File: src/rtl/router_pkg.sv
// Shared definitions for the router packet source: field widths, the state
// encoding and the header pack/unpack helpers used by the router decode.
package router_pkg;

   localparam int ADDR_W = 2;
   localparam int LEN_W  = 6;
   localparam int DATA_W = 8;

   localparam logic [ADDR_W-1:0] ADDR_INVALID = 2'b11;

   typedef enum logic [2:0] {
      ST_IDLE,
      ST_LOAD,
      ST_HEADER,
      ST_PAYLOAD,
      ST_PARITY,
      ST_GAP
   } tx_state_t;

   function automatic logic [DATA_W-1:0] pack_hdr(input logic [LEN_W-1:0]  len,
                                                  input logic [ADDR_W-1:0] addr);
      return {len, addr};
   endfunction

   function automatic logic [LEN_W-1:0] hdr_len(input logic [DATA_W-1:0] hdr);
      return hdr[DATA_W-1:ADDR_W];
   endfunction

   function automatic logic [ADDR_W-1:0] hdr_addr(input logic [DATA_W-1:0] hdr);
      return hdr[ADDR_W-1:0];
   endfunction

endpackage

File: src/rtl/router_pkt_tx_if.sv
// Request, payload-load and router-side signals of the packet source.
// The slave modport is the packet source itself; master is its environment.
interface router_pkt_tx_if;
   import router_pkg::*;

   logic              req_valid;
   logic              req_ready;
   logic [ADDR_W-1:0] req_addr;
   logic [LEN_W-1:0]  req_len;
   logic              ld_valid;
   logic [DATA_W-1:0] ld_data;
   logic              ld_ready;
   logic              busy;
   logic              pkt_valid;
   logic [DATA_W-1:0] data_out;
   logic              tx_active;
   logic              pkt_done;
   logic              req_err;

   modport master (
      output req_valid, req_addr, req_len, ld_valid, ld_data, busy,
      input  req_ready, ld_ready, pkt_valid, data_out, tx_active, pkt_done, req_err
   );

   modport slave (
      input  req_valid, req_addr, req_len, ld_valid, ld_data, busy,
      output req_ready, ld_ready, pkt_valid, data_out, tx_active, pkt_done, req_err
   );

endinterface

File: src/rtl/router_tx_buf.sv
// Payload buffer: register array with one synchronous write port and one
// asynchronous read port.
module router_tx_buf
   import router_pkg::*;
#(
   parameter int DEPTH = 64,
   parameter int AW    = $clog2(DEPTH)
) (
   input  logic              clk_i,
   input  logic              we_i,
   input  logic [AW-1:0]     waddr_i,
   input  logic [DATA_W-1:0] wdata_i,
   input  logic [AW-1:0]     raddr_i,
   output logic [DATA_W-1:0] rdata_o
);

   logic [DATA_W-1:0] mem_q [DEPTH];

   always_ff @(posedge clk_i) begin
      if (we_i) begin
         mem_q[waddr_i] <= wdata_i;
      end
   end

   assign rdata_o = mem_q[raddr_i];

endmodule

File: src/rtl/router_pkt_tx.sv
// Packet source: buffers a request's payload, then serializes header,
// payload and parity onto the router input port under busy back-pressure.
module router_pkt_tx
   import router_pkg::*;
#(
   parameter int MAX_LEN = 63,
   parameter int IFG     = 2
) (
   input  logic           clock,
   input  logic           reset,
   router_pkt_tx_if.slave bus
);

   localparam int DEPTH = MAX_LEN + 1;
   localparam int AW    = $clog2(DEPTH);
   localparam int GAP_W = $clog2(IFG + 2);

   tx_state_t         state_q, state_d;
   logic [DATA_W-1:0] hdr_q, hdr_d;
   logic [DATA_W-1:0] parity_q, parity_d;
   logic [LEN_W-1:0]  cnt_q, cnt_d;
   logic [LEN_W-1:0]  idx_q, idx_d;
   logic [GAP_W-1:0]  gap_q, gap_d;

   logic              req_ready_q, req_ready_d;
   logic              ld_ready_q, ld_ready_d;
   logic              pkt_valid_q, pkt_valid_d;
   logic [DATA_W-1:0] data_out_q, data_out_d;
   logic              tx_active_q, tx_active_d;
   logic              pkt_done_q, pkt_done_d;
   logic              req_err_q, req_err_d;

   logic              buf_we;
   logic [DATA_W-1:0] rd_data;
   logic [LEN_W-1:0]  last_idx;
   logic              req_fire, ld_fire, consume;

   router_tx_buf #(.DEPTH(DEPTH)) u_buf (
      .clk_i   (clock),
      .we_i    (buf_we),
      .waddr_i (AW'(cnt_q)),
      .wdata_i (bus.ld_data),
      .raddr_i (AW'(idx_d)),
      .rdata_o (rd_data)
   );

   always_comb begin
      state_d    = state_q;
      hdr_d      = hdr_q;
      parity_d   = parity_q;
      cnt_d      = cnt_q;
      idx_d      = idx_q;
      gap_d      = gap_q;
      buf_we     = 1'b0;
      req_err_d  = 1'b0;
      pkt_done_d = 1'b0;
      last_idx   = hdr_len(hdr_q) - LEN_W'(1);
      req_fire   = bus.req_valid & req_ready_q;
      ld_fire    = bus.ld_valid & ld_ready_q;
      consume    = ~bus.busy;

      case (state_q)
         ST_IDLE: begin
            if (req_fire) begin
               if (bus.req_addr == ADDR_INVALID || bus.req_len == '0) begin
                  req_err_d = 1'b1;
               end else begin
                  state_d  = ST_LOAD;
                  hdr_d    = pack_hdr(bus.req_len, bus.req_addr);
                  parity_d = pack_hdr(bus.req_len, bus.req_addr);
                  cnt_d    = '0;
               end
            end
         end
         ST_LOAD: begin
            if (ld_fire) begin
               buf_we   = 1'b1;
               parity_d = parity_q ^ bus.ld_data;
               if (cnt_q == last_idx) begin
                  state_d = ST_HEADER;
               end else begin
                  cnt_d = cnt_q + LEN_W'(1);
               end
            end
         end
         ST_HEADER: begin
            if (consume) begin
               idx_d   = '0;
               state_d = ST_PAYLOAD;
            end
         end
         ST_PAYLOAD: begin
            if (consume) begin
               if (idx_q == last_idx) begin
                  state_d = ST_PARITY;
               end else begin
                  idx_d = idx_q + LEN_W'(1);
               end
            end
         end
         ST_PARITY: begin
            if (consume) begin
               pkt_done_d = 1'b1;
               gap_d      = '0;
               state_d    = ST_GAP;
            end
         end
         ST_GAP: begin
            if (gap_q == GAP_W'(IFG)) begin
               state_d = ST_IDLE;
            end else begin
               gap_d = gap_q + GAP_W'(1);
            end
         end
         default: state_d = ST_IDLE;
      endcase

      // Outputs are registered, so they are decoded from the next state.
      req_ready_d = (state_d == ST_IDLE);
      ld_ready_d  = (state_d == ST_LOAD);
      pkt_valid_d = (state_d == ST_HEADER) || (state_d == ST_PAYLOAD);
      tx_active_d = (state_d != ST_IDLE);
      case (state_d)
         ST_HEADER:  data_out_d = hdr_d;
         ST_PAYLOAD: data_out_d = rd_data;
         ST_PARITY:  data_out_d = parity_d;
         default:    data_out_d = '0;
      endcase
   end

   always_ff @(posedge clock) begin
      if (reset) begin
         state_q     <= ST_IDLE;
         cnt_q       <= '0;
         idx_q       <= '0;
         gap_q       <= '0;
         req_ready_q <= 1'b0;
         ld_ready_q  <= 1'b0;
         pkt_valid_q <= 1'b0;
         data_out_q  <= '0;
         tx_active_q <= 1'b0;
         pkt_done_q  <= 1'b0;
         req_err_q   <= 1'b0;
      end else begin
         state_q     <= state_d;
         cnt_q       <= cnt_d;
         idx_q       <= idx_d;
         gap_q       <= gap_d;
         req_ready_q <= req_ready_d;
         ld_ready_q  <= ld_ready_d;
         pkt_valid_q <= pkt_valid_d;
         data_out_q  <= data_out_d;
         tx_active_q <= tx_active_d;
         pkt_done_q  <= pkt_done_d;
         req_err_q   <= req_err_d;
      end
      hdr_q    <= hdr_d;
      parity_q <= parity_d;
   end

   assign bus.req_ready = req_ready_q;
   assign bus.ld_ready  = ld_ready_q;
   assign bus.pkt_valid = pkt_valid_q;
   assign bus.data_out  = data_out_q;
   assign bus.tx_active = tx_active_q;
   assign bus.pkt_done  = pkt_done_q;
   assign bus.req_err   = req_err_q;

endmodule

File: src/flat_wrapper.sv
// flat-port wrapper written by rule: the top's interface ports become plain ports
module router_pkt_tx_flat import router_pkg::*;
#(
   parameter int MAX_LEN = 63,
   parameter int IFG     = 2
)
  (clock, reset, bus_req_valid, bus_req_addr, bus_req_len, bus_ld_valid, bus_ld_data, bus_busy, bus_req_ready, bus_ld_ready, bus_pkt_valid, bus_data_out, bus_tx_active, bus_pkt_done, bus_req_err);
  router_pkt_tx_if bus_i ();
  input  logic clock;
  input  logic reset;
  input wire logic [$bits(bus_i.req_valid)-1:0] bus_req_valid;
  input wire logic [$bits(bus_i.req_addr)-1:0] bus_req_addr;
  input wire logic [$bits(bus_i.req_len)-1:0] bus_req_len;
  input wire logic [$bits(bus_i.ld_valid)-1:0] bus_ld_valid;
  input wire logic [$bits(bus_i.ld_data)-1:0] bus_ld_data;
  input wire logic [$bits(bus_i.busy)-1:0] bus_busy;
  output wire logic [$bits(bus_i.req_ready)-1:0] bus_req_ready;
  output wire logic [$bits(bus_i.ld_ready)-1:0] bus_ld_ready;
  output wire logic [$bits(bus_i.pkt_valid)-1:0] bus_pkt_valid;
  output wire logic [$bits(bus_i.data_out)-1:0] bus_data_out;
  output wire logic [$bits(bus_i.tx_active)-1:0] bus_tx_active;
  output wire logic [$bits(bus_i.pkt_done)-1:0] bus_pkt_done;
  output wire logic [$bits(bus_i.req_err)-1:0] bus_req_err;
  assign bus_i.req_valid = bus_req_valid;
  assign bus_i.req_addr = bus_req_addr;
  assign bus_i.req_len = bus_req_len;
  assign bus_i.ld_valid = bus_ld_valid;
  assign bus_i.ld_data = bus_ld_data;
  assign bus_i.busy = bus_busy;
  assign bus_req_ready = bus_i.req_ready;
  assign bus_ld_ready = bus_i.ld_ready;
  assign bus_pkt_valid = bus_i.pkt_valid;
  assign bus_data_out = bus_i.data_out;
  assign bus_tx_active = bus_i.tx_active;
  assign bus_pkt_done = bus_i.pkt_done;
  assign bus_req_err = bus_i.req_err;
  router_pkt_tx #(.MAX_LEN(MAX_LEN), .IFG(IFG)) u_core (.clock(clock), .reset(reset), .bus(bus_i));
endmodule
File: config.mk
export PLATFORM = sky130hd
export DESIGN_NAME = router_pkt_tx_flat
export DESIGN_NICKNAME = d
export VERILOG_FILES = /design/src/rtl/router_pkg.sv /design/src/rtl/router_pkt_tx_if.sv /design/src/rtl/router_tx_buf.sv /design/src/rtl/router_pkt_tx.sv /design/src/flat_wrapper.sv
export SDC_FILE = /design/constraint.sdc
export NUM_CORES = 1
export LEC_CHECK = 0
export BUFFER_PORTS_ARGS = -buffer_cell sky130_fd_sc_hd__buf_4
export CAP_MARGIN = 20
export CELL_PAD_IN_SITES_DETAIL_PLACEMENT = 1
export CELL_PAD_IN_SITES_GLOBAL_PLACEMENT = 1
export CORE_ASPECT_RATIO = 1.5
export CORE_UTILIZATION = 50
export DETAILED_ROUTE_END_ITERATION = 8
export HOLD_SLACK_MARGIN = 0.12
export PLACE_DENSITY = 0.8
export REMOVE_ABC_BUFFERS = 1
export SLEW_MARGIN = 20
export SYNTH_ARGS = -nofsm -noshare
export SYNTH_HDL_FRONTEND = slang
export SYNTH_HIERARCHICAL = 1
export SYNTH_SLANG_ARGS = --single-unit
File: constraint.sdc
create_clock -name clock -period 5.6 [get_ports clock]
set_clock_uncertainty 0.1 [all_clocks]
set_input_delay 0.56 -clock clock [delete_from_list [all_inputs] [get_ports clock]]
set_output_delay 0.56 -clock clock [all_outputs]
set_load 0.05 [all_outputs]
### After elaboration in Yosys (flattened, before gate mapping)

Memory sizes are Yosys's and may differ from the RTL's.
Cells that the tools add are included.

| word-level totals | value |
|---|---|
| input bits | 21 |
| bits in writable memories | 512 |
| bits in registers | 47 |
| logic and storage cells | 91 |
| output and inout port bits | 14 |
| memories kept | 1 |

| operators by class | value |
|---|---|
| $add $sub $neg | 4 |
| equality and inequality tests | 19 |
| bitwise logic cells | 6 |
| reductions and logical operators | 12 |
| multiplexer cells | 36 |

Memories:

| memory | depth | width | read ports | clocked after memory_dff | write ports | line | RTL |
|---|---|---|---|---|---|---|---|
| u_core.u_buf.mem_q | 64 | 8 | 1 | 0 | 1 | router_tx_buf.sv:17 | `logic [DATA_W-1:0] mem_q [DEPTH];` |

Operators by type and width:

| cell | count |
|---|---|
| two-way mux 8 bit | 6 |
| two-way mux 6 bit | 7 |
| two-way mux 3 bit | 9 |
| one-hot mux 6 bit (2 select lines) | 2 |
| one-hot mux 8 bit (3 select lines) | 1 |
| one-hot mux 3 bit (6 select lines) | 1 |
| one-hot mux 8 bit (2 select lines) | 1 |
| adder 6 x 1 -> 6 bit (second input constant) | 2 |
| equality test 3 x 2 -> 1 bit (second input constant) | 4 |
| equality test 6 bit | 2 |
| equality test 3 bit (second input constant) | 3 |
| != test 2 bit (second input constant) | 4 |
| bitwise XOR 8 bit | 1 |
| equality test 3 x 1 -> 1 bit (second input constant) | 2 |
| logical NOT 3 bit | 2 |
| logical NOT 6 bit | 1 |
| two-way mux 1 bit | 6 |
| subtractor 6 x 1 -> 6 bit (second input constant) | 1 |
| AND reduction 5 bit | 1 |
| equality test 2 bit (second input constant) | 2 |
| two-way mux 2 bit | 2 |
| != test 2 x 1 -> 1 bit (second input constant) | 2 |
| one-hot mux 2 bit (2 select lines) | 1 |
| nonzero test 2 bit | 2 |
| other kinds (8) | 12 |

### Logic depth before layout (Yosys ltp)

| logic depth | value |
|---|---|
| depth in word-level cells | 7 |
| gate-level depth with buffers | 19 |
| gate-level depth less buffers | 15 |

### Cells and area by module

The synthesis kept the hierarchy.

Modules (own cells, without submodules):

| module | instances | area each (um^2) | cells an instance | sequential area each (um^2) |
|---|---|---|---|---|
| router_tx_buf | 1 | 20006.7 | 932 | 15374.7 |
| router_pkt_tx | 1 | 2348.5 | 278 | 940.9 |

### Worst setup path before layout

Ideal clock, no wire load.

| timing | value |
|---|---|
| path kind | flip-flop to flip-flop |
| from | reg u_core.hdr_q[2] |
| to | reg u_core.data_out_q[5] (netlist: u_core/bus.data_out[5]) |
| arrival time | 3704 ps |
| setup slack | 1681 ps |
| library setup time | 115 ps |
| period minus slack after synthesis | 3919 ps |
| stages on the path, launching flop included | 16 |
| buffers on the path | 2 |
| data required time | 5385 ps |
| cells stage by stage | dfxtp_1 -> inv_1 -> ha_1 -> xnor2_1 -> or2b_1 -> a31oi_2 -> a31oi_4 -> mux2i_1 -> buf_6 -> buf_4 -> mux4_2 -> mux4_2 -> o21ai_1 -> o41ai_1 -> a22o_1 -> o21a_1 |

| on the way | value |
|---|---|
| word-level cells in the longest chain between the ends | 7 |
| elaborated cells between the ends (all ways) | 16 |
| those cells by class | add/sub: 1; eq/ne: 5; mux: 9; memory: 1 |

Ends and longest elaborated chain:

| element | line | RTL |
|---|---|---|
| start, declared | router_pkt_tx.sv:19 | `logic [DATA_W-1:0] hdr_q, hdr_d;` |
| start signal, assigned | router_pkt_tx.sv:157 | `hdr_q <= hdr_d;` |
| subtractor 6 x 1 -> 6 bit | router_pkt_tx.sv:57 | `last_idx = hdr_len(hdr_q) - LEN_W'(1);` |
| equality test 6 bit | router_pkt_tx.sv:94 | `if (idx_q == last_idx) begin` |
| two-way mux 6 bit | router_pkt_tx.sv:94 |  |
| two-way mux 6 bit | router_pkt_tx.sv:93 | `if (consume) begin` |
| one-hot mux 6 bit (2 select lines) | router_pkt_tx.sv:62 | `case (state_q)` |
| via u_core.idx_d[0] | router_pkt_tx.sv:22 | `logic [LEN_W-1:0] idx_q, idx_d;` |
| memory (64 x 8 bit) | - |  |
| via u_core.rd_data[5] | router_pkt_tx.sv:34 | `logic [DATA_W-1:0] rd_data;` |
| one-hot mux 8 bit (3 select lines) | router_pkt_tx.sv:123 | `case (state_d)` |
| end signal, assigned | router_pkt_tx.sv:152 | `data_out_q <= data_out_d;` |
| end, declared | router_pkt_tx.sv:28 | `logic [DATA_W-1:0] data_out_q, data_out_d;` |

The timed path passes the listed nets, and every way through them passes these cells.
A chain may end at the register's enable or synchronous reset.

### Final worst setup path

| timing | value |
|---|---|
| from | reg u_core.hdr_q[2] |
| to | reg u_core.data_out_q[1] (netlist: u_core/bus.data_out[1]) |

Same word-level chain as after synthesis.

==> qor.txt <==
run status = completed
Fmax = 0.2065 GHz
register area share after synthesis = 72.98%
GRT Util Overall = 25.82%
Worst Hold Class = in -> reg
CP Capture Type = flip-flop
Layout Cells excl Fill = 1873
most common cell after layout, fill and taps aside = edfxtp_1
Required @ worst endpoint = 5.97 ns
CTS tree = built
number of core rows = 94
clk root buf = clkbuf_16
cells after synthesis = 1210
WP data arrival = 5.21 ns
hpwl dp = 36900 um
Seq cells post-synth = 559
ys async rst share = 0%
largest cells by area after synthesis = edfxtp_1 69%, mux4_2 13%, dfxtp_1 4.2%
DRT Pass-1 Iters = 5
htree depth = 2
first-pass GRT wire length = 84890 um
Power Dens Cells = 332.5 nW/um2
most frequent cells in the layout = 512 x edfxtp_1, 126 x mux4_2, 100 x nor2_1
Initial Util = 50.82%
Area Overhead vs Synth = 11.05%
Vias/cell = 6.404
maximum VDD drop = 0.1955 mV
number of global-route vias before repair = 12780
drt total wl = 57880 um
crit-path max FO = 11
Tcrit/Tclk final = 86.49%
Synth cell types = 59
Rel. slew slack = 22.81%
yosys warns = 6
worst path cell trace = inv_1 > ha_1 > xnor2_1 > or2b_1 > a31oi_2 > a31oi_4 > nand2_1 > mux2i_4 > buf_4 > mux4_2 > mux2_2 > o22ai_1 > nand2_1 > o2bb2ai_1 > o2bb2ai_1 > o21a_1
PortBufs = 34
# diodes = 0
drt first-iter violations = 1083
RD Place Congestion = 0.8881
Post CTS Setup Buffer Count = 0
initial antenna violation count = 0
antenna viol nets, final = 0
Final setup viols = 0
routed vias = 11990
Clock Pin Slew Worst Setup and Hold Paths = 0.07 ns
Layout Nets = 1282
area leader, netlist = edfxtp_1
Die X = 174.6 um
Critical-path top delay cell = mux2i_4
Post-Route Setup TNS = 0 ns
EDFF count, synth = 512
worst-skew pair later-pin latency = 0.58 ns
die area = 45580 um2
I/O pin cnt = 35
Setup crit start kind = flip-flop
mean instance size in the synthesized netlist = 18.48 um2
Leak = 7.539 nW
largest net degree at the start of global routing = 66
post-synth top area share = 68.77%
critical path class = reg -> reg
fin crit period = 4.844 ns
Avg WL per Cell = 30.90 um
placed instance count = 1781
synthesized area = 22360 um2
Top FF cell, synth = edfxtp_1
worst slew pin tran = 1.154 ns
Slew Viols, Final = 0
GRT Residual Overflow = 0
DRC Markers = 0
Placeable Area = 43990 um2
Die Height = 261.0 um
layout cells sized above 1 = 21.97%
final hold viol count = 0
RSZ-0062 raised after global routing = no
CTS Buffer Depth = 3
crit-path max cell delay = 0.57 ns
clock sinks = 559
post-CTS sizing = 0
final hold slack = 0.1718 ns
Max-cap violations = 0
hold_buf cts = 0
CTS Buf Count = 50
[cell families (layout without fill, tap and decap cells)]
group | Yosys count | after routing | share of synthesized area, %
AND/OR/NAND/NOR | 288 | 288 | 6.050
XOR/XNOR | 19 | 19 | 0.7444
adder cells (fa/ha/maj) | 4 | 4 | 0.2239
flip-flops | 559 | 559 | 72.98
AO/OA/AOI/OAI | 108 | 108 | 3.677
multiplexers | 168 | 168 | 14.65
buffers and inverters | 64 | 151 | 1.673
[cell type report]
class,instances,area [um2]
fill,3866,19160
sequential,559,16320
multi-input combinational,587,5727
clock buffer,61,1356
tap,576,720.7
timing repair buffer,55,462.9
clock inverter,31,229.0
inverter,4,15.01
[synth_stat cells (all sizes together) (17+ instances only)]
cell	n
dfxtp	47
nor2	101
mux2i	29
o21a	17
clkbuf	21
nor2b	20
a21oi	17
nand3	23
nand2	78
mux4	126
buf	39
edfxtp	512
[per-layer routing]
| metal | vias up | GRT usage [%] | share of wire, % |
|---|---|---|---|
| li1 | 4955 | - | - |
| met3 | 149 | 3.252 | 5.6 |
| met5 | - | 0 | 0 |
| met4 | 0 | 13.41 | 5.4 |
| met1 | 6375 | 30.61 | 36 |
| met2 | 515 | 46.16 | 53 |
[final timing paths]
| path | cells past startpoint | endpoint | slack [ns] | startpoint |
|---|---|---|---|---|
| hold reg to reg | 2 | u_core/hdr_q[0]$_DFF_P_ | 0.38 | u_core/hdr_q[0]$_DFF_P_ |
| setup / recovery | 16 | u_core/bus.data_out[1]$_SDFF_PP0_ | 0.76 | u_core/hdr_q[2]$_DFF_P_ |
| hold / removal | 3 | u_core/parity_q[7]$_DFF_P_ | 0.17 | bus_req_len[5] |
| setup reg to reg | 16 | u_core/bus.data_out[1]$_SDFF_PP0_ | 0.76 | u_core/hdr_q[2]$_DFF_P_ |
[through the flow]
stage	utilization [%]	area, um2	setup WS [ns]	power, W
floorplan	-	22000	-9.606	0.004868
finish	56.44	24830	0.7564	0.008255
CTS	56.44	24830	0.7852	0.008303
global route	56.44	24830	0.5276	0.008440
global placement	52.84	23240	0.9911	0.004981
detailed placement	52.84	23240	0.8202	0.005004
[state kept, by name, summed over array words and instances (netlist names)]
register and count:
u_core/u_buf/mem_q 512, u_core/bus.data_out 8, u_core/hdr_q 8, u_core/parity_q 8, u_core/cnt_q 6, u_core/idx_q 6, u_core/state_q 3, u_core/gap_q 2
u_core/bus.ld_ready 1, u_core/bus.pkt_done 1, u_core/bus.pkt_valid 1, u_core/bus.req_err 1, u_core/bus.req_ready 1, u_core/bus.tx_active 1
[power by group]
part           internal [W]  switching (W)
Clock               0.00186        0.00148
Sequential          0.00459      0.0000397
Combinational     0.0000957       0.000199
Total               0.00654        0.00171
[critical path: cells and delay by family (launching register included)]
| family | cells | cell delay (ns) |
|---|---|---|
| simple gates | 3 | 0.67 |
| compound gates | 6 | 1.42 |
| xor+xnor | 1 | 0.18 |
| buf+inv | 2 | 0.44 |
| fa+ha+maj | 1 | 0.25 |
| flops | 1 | 0.44 |
| mux | 3 | 1.22 |
(Power assumes the default switching activity.)
